[src/rtl/i2c_csr_pkg.sv]
// i2c_csr_pkg: shared types and defaults for the I2C CSR port scheduler.
package i2c_csr_pkg;

  // Default CSR address width shared by host, engine and CSR file.
  localparam int ADD_WIDTH_DEF = 8;

  // Engine-side access sequencer states.
  typedef enum logic [1:0] {
    IDLE  = 2'd0,
    PEND  = 2'd1,
    RDATA = 2'd2
  } state_t;

endpackage

[src/rtl/i2c_csr_wait_mon.sv]
// i2c_csr_wait_mon: counts how long a pending engine access is held off by
// the host, flags starvation and remembers the worst wait since reset.
module i2c_csr_wait_mon
  import i2c_csr_pkg::*;
#(
  parameter int STARVE_LIM = 16,
  parameter int CNT_WIDTH  = 16
) (
  input  logic                 aclk,
  input  logic                 areset,
  input  logic                 pend,
  input  logic                 blocked,
  input  logic                 issue,
  output logic                 e_starve,
  output logic [CNT_WIDTH-1:0] max_wait
);

  logic [CNT_WIDTH-1:0] cnt_q;

  // Blocked-cycle counter: restarts at every issue and sticks at all-ones.
  always_ff @(posedge aclk) begin
    if (areset) begin
      cnt_q <= '0;
    end else if (issue) begin
      cnt_q <= '0;
    end else if (blocked && (cnt_q != '1)) begin
      cnt_q <= cnt_q + CNT_WIDTH'(1);
    end
  end

  // Worst-case wait is folded in when the access finally reaches the port.
  always_ff @(posedge aclk) begin
    if (areset) begin
      max_wait <= '0;
    end else if (issue && (cnt_q > max_wait)) begin
      max_wait <= cnt_q;
    end
  end

  assign e_starve = pend && (cnt_q >= CNT_WIDTH'(STARVE_LIM));

endmodule

[src/rtl/i2c_csr_port_sched.sv]
// i2c_csr_port_sched: shares the single CSR port between the AXI-lite host
// (absolute priority, never stalled) and the I2C byte engine (idle-cycle fill).
module i2c_csr_port_sched
  import i2c_csr_pkg::*;
#(
  parameter int ADD_WIDTH  = ADD_WIDTH_DEF,
  parameter int STARVE_LIM = 16,
  parameter int CNT_WIDTH  = 16
) (
  input  logic                 aclk,
  input  logic                 areset,
  input  logic [ADD_WIDTH-1:0] h_addr,
  input  logic                 h_wr,
  input  logic [31:0]          h_wdata,
  input  logic                 h_rd,
  output logic [31:0]          h_rdata,
  input  logic                 e_req,
  input  logic                 e_we,
  input  logic [ADD_WIDTH-1:0] e_addr,
  input  logic [31:0]          e_wdata,
  output logic                 e_ready,
  output logic                 e_done,
  output logic [31:0]          e_rdata,
  output logic                 e_starve,
  output logic [CNT_WIDTH-1:0] max_wait,
  output logic                 collide,
  output logic [ADD_WIDTH-1:0] m_addr,
  output logic                 m_wr,
  output logic [31:0]          m_wdata,
  output logic                 m_rd,
  input  logic [31:0]          m_rdata
);

  state_t                 state_q, state_d;
  logic                   host_act;
  logic                   accept;
  logic                   issue;
  logic                   pend;
  logic                   cap_we;
  logic [ADD_WIDTH-1:0]   cap_addr;
  logic [31:0]            cap_wdata;

  assign host_act = h_wr | h_rd;
  assign e_ready  = (state_q == IDLE) & ~areset;
  assign h_rdata  = m_rdata;
  assign pend     = (state_q == PEND) & ~areset;

  // Sequencer state register.
  always_ff @(posedge aclk) begin
    if (areset) begin
      state_q <= IDLE;
    end else begin
      state_q <= state_d;
    end
  end

  // Next state: accept in IDLE, issue from PEND only when the host is quiet.
  always_comb begin
    state_d = state_q;
    accept  = 1'b0;
    issue   = 1'b0;
    case (state_q)
      IDLE: begin
        if (e_req && e_ready) begin
          accept  = 1'b1;
          state_d = PEND;
        end
      end
      PEND: begin
        if (!host_act && !areset) begin
          issue   = 1'b1;
          state_d = cap_we ? IDLE : RDATA;
        end
      end
      RDATA:   state_d = IDLE;
      default: state_d = IDLE;
    endcase
  end

  // Engine request is latched at accept so the engine can move on.
  always_ff @(posedge aclk) begin
    if (areset) begin
      cap_we    <= 1'b0;
      cap_addr  <= '0;
      cap_wdata <= '0;
    end else if (accept) begin
      cap_we    <= e_we;
      cap_addr  <= e_addr;
      cap_wdata <= e_wdata;
    end
  end

  // Completion pulse: cycle after a write issue, or after the read data phase.
  always_ff @(posedge aclk) begin
    if (areset) begin
      e_done  <= 1'b0;
      e_rdata <= '0;
    end else begin
      e_done <= (issue && cap_we) || (state_q == RDATA);
      if (state_q == RDATA) begin
        e_rdata <= m_rdata;
      end
    end
  end

  // Sticky record of a host write and read arriving together.
  always_ff @(posedge aclk) begin
    if (areset) begin
      collide <= 1'b0;
    end else if (h_wr && h_rd) begin
      collide <= 1'b1;
    end
  end

  // Port mux: host passes straight through; write wins a host wr/rd clash.
  always_comb begin
    m_wr    = 1'b0;
    m_rd    = 1'b0;
    m_addr  = '0;
    m_wdata = '0;
    if (!areset) begin
      if (host_act) begin
        m_wr    = h_wr;
        m_rd    = h_rd & ~h_wr;
        m_addr  = h_addr;
        m_wdata = h_wdata;
      end else if (issue) begin
        m_wr    = cap_we;
        m_rd    = ~cap_we;
        m_addr  = cap_addr;
        m_wdata = cap_wdata;
      end
    end
  end

  i2c_csr_wait_mon #(
    .STARVE_LIM (STARVE_LIM),
    .CNT_WIDTH  (CNT_WIDTH)
  ) u_wait_mon (
    .aclk     (aclk),
    .areset   (areset),
    .pend     (pend),
    .blocked  (pend & host_act),
    .issue    (issue),
    .e_starve (e_starve),
    .max_wait (max_wait)
  );

endmodule
[config.mk]
export PLATFORM = sky130hd
export DESIGN_NAME = i2c_csr_port_sched
export DESIGN_NICKNAME = d
export VERILOG_FILES = /design/src/rtl/i2c_csr_pkg.sv /design/src/rtl/i2c_csr_wait_mon.sv /design/src/rtl/i2c_csr_port_sched.sv
export SDC_FILE = /design/constraint.sdc
export NUM_CORES = 1
export LEC_CHECK = 0
export CELL_PAD_IN_SITES_DETAIL_PLACEMENT = 0
export CELL_PAD_IN_SITES_GLOBAL_PLACEMENT = 1
export CORE_ASPECT_RATIO = 1.1
export CORE_MARGIN = 3
export CORE_UTILIZATION = 31
export DETAILED_ROUTE_END_ITERATION = 8
export PLACE_DENSITY = 0.87
export SLEW_MARGIN = 25
export SYNTH_ARGS = -nofsm -noshare
export SYNTH_HDL_FRONTEND = slang
export SYNTH_SLANG_ARGS = --single-unit
[constraint.sdc]
create_clock -name aclk -period 6.7 [get_ports aclk]
set_clock_uncertainty 0.2 [all_clocks]
set_input_delay 0.67 -clock aclk [delete_from_list [all_inputs] [get_ports aclk]]
set_output_delay 0.67 -clock aclk [all_outputs]
set_load 0.01 [all_outputs]
==> qor.yml <==
drive_gt1_share_pct: 5.95
core_sq_um: 16600
worst_slew_pin_slew_ns: 0.964
dpl_cell_area_sq_um: 7640
wire_per_inst_um: 14.0
p_per_area_nw_per_um2: 180
drv_cap: 0
relSlewSlack_pct: 35.8
synth_area_leaders: "dfxtp_1 (41%), nand2_1 (11%), o21ai_0 (7.6%)"
seq_area_frac_synth_pct: 41.0
rrSetupSlack_ns: 3.47
startpoint: "h_wr"
drcViolationCount: 0
cts_resized: 0
placed_cells: 1070
final_cell_mix: "clkdlybuf4s50_1 (242), nand2_1 (154), dfxtp_1 (109)"
synth.net_count: 801
synth_edf_count: 0
syn_inst: 665
cts_buffers: 9
crit_arrival_ns: 2.95
setup_slack_ns: 2.88
initial_utilization_pct: 32.0
async_flop_share_pct: 0
m1WireLength_mm: 6.18
met3_length_mm: 1.37
grt_setup_unrepaired: "no"
clk_pin_slew_ns: 0.07
synth-seq-cells: 109
rr_startpoint: "state_q[0]"
cts_hold_buffers: 0
numPortBuffers: 243
hold_end: "e_rdata[29]"
die_y_um: 143
path_max_fanout: 43
vias: 4965
path_class: "in2out"
drtPass1Iterations: 4
clock_latency_ns: 0.34
final_cell_area_sq_um: 7930
postSynthAreaPerCell_sq_um: 8.00
antenna_found_initial: 0
insertedDiodeCount: 0
gp_congestion: 0.760
yosys_warnings: 0
holdPathStages: 2
fmax_mhz: 262
cts_max_level: 3
route.met2.wl_mm: 7.40
clock-sinks: 109
first_global_vias: 4820
yosysTopAreaCellShare_pct: 41.0
hold_path.class: "reg2reg"
finish.utilization_pct: 47.7
grt_overflow: 0
setup_viol: 0
post-cts-setup-buffer-count: 0
hold_violations: 0
nFillCells: 1675
dp_hpwl_mm: 11.2
netlist_area_sq_um: 5320
rr_endpoint: "u_wait_mon.max_wait[6]"
status: "completed"
ff2ff_path_depth: 5
grt_use_total_pct: 16.2
leakagePower_nw: 2.79
synth_flop_cell: "dfxtp_1"
die_area_sq_um: 18800
die-width_um: 131
vias_per_cell: 4.57
clk_path_buf_depth: 2
fin_cells: 1086
ctsRootBufferMaster: "clkbuf_16"
tns_ns: 0
wirelength_mm: 15.2
place_ws_ns: 2.80
io_pins: 244
grt_pass1_wl_mm: 24.3
fin_nets: 988
antenna_left: 0
yosys.area.top_type: "dfxtp_1"
drt_iter0_drc: 157
row_count: 49
worstHoldStart: "e_rdata[29]"
final_max_slew_viol_count: 0
cp.required_ns: 5.83
finalCriticalPeriod_ns: 3.82
highest_layer: "met4"
start_kind: "input pin"
timing.final.crit_share_pct: 57.1
endpoint_kind: "output port"
synth_cell_type_count: 47
area.growth.synth_to_final_pct: 49.0
tritoncts: "yes"
vdd_drop_max_mv: 0.118
final_common_cell: "clkdlybuf4s50_1"
grt_max_degree: 100
## cell type report
class / count / area, sq um / share of cell area, %
clock buffer: 12 / 256 / 3.24
clock inverter: 4 / 30.0 / 0.379
inverter: 17 / 63.8 / 0.805
multi-input combinational: 467 / 2640 / 33.3
sequential: 109 / 2180 / 27.5
tap: 229 / 287 / 3.61
timing repair buffer: 248 / 2460 / 31.1
## logic make-up after synthesis
family	count (synthesis)	share of synthesized area, %
XOR/XNOR	12	1.98
adder cells (fa/ha/maj)	18	4.23
flip-flops	109	41.0
buffers and inverters	89	9.41
AO/OA/AOI/OAI	138	13.8
multiplexers	19	4.47
AND/OR/NAND/NOR	280	25.1
## Yosys cell counts (3+ instances only)
cell / count
nand2_1: 154
dfxtp_1: 109
o21ai_0: 81
nand2b_1: 47
a21oi_1: 42
nor2_1: 37
buf_4: 32
clkbuf_1: 28
ha_1: 18
inv_1: 17
xnor2_1: 12
mux2_4: 8
nand4_1: 8
buf_2: 6
mux2_2: 6
nor4_1: 6
and4_1: 5
mux2i_1: 5
a211oi_1: 4
nand3_1: 4
buf_6: 3
nor3_1: 3
## sequential cells by signal (all words and copies together) (netlist names)
signal               count
cap_addr                 8
cap_wdata               32
cap_we                   1
collide                  1
e_done                   1
e_rdata                 32
state_q                  2
u_wait_mon.cnt_q        16
u_wait_mon.max_wait     16
## how the worst max path moves through the flow
| stage | end | slack (ns) | depth (start not counted) |
|---|---|---|---|
| final | m_wdata[17] | 2.88 | 5 |
| after global routing | m_wdata[17] | 2.66 | 5 |
| after CTS | m_wdata[17] | 2.81 | 5 |
| after detailed placement | m_wdata[17] | 2.80 | 5 |
| after global placement | m_wdata[17] | 2.78 | 5 |
| after floorplan | m_wr | 4.15 | 5 |
## report_power, final
group / switching, mW / internal, mW / total (mW) / leakage [nW]
clock network: 0.248 / 0.275 / 0.523 / 0.140
logic: 0.0905 / 0.130 / 0.221 / 1.76
registers: 0.0102 / 0.672 / 0.682 / 0.886
## critical path: stages
cell	delay, ns
clkdlybuf4s50_1	0.49
nor2_1	0.22
nand2_2	0.49
o21ai_0	0.46
clkdlybuf4s50_1	0.61
## metrics by stage
step	power (mW)	hold slack (ns)
6_report	1.43	0.253
3_5_place_dp	0.920	0.246
3_3_place_gp	0.918	0.241
2_1_floorplan	0.789	0.238
5_1_grt	1.49	0.274
4_1_cts	1.45	0.256
## metal layers
metal	vias to the layer above	track usage (%)
li1	2563	-
met1	2199	18.6
met2	190	28.7
met3	13	4.83
met4	0	5.47
met5	-	0
(Power assumes the default switching activity.)
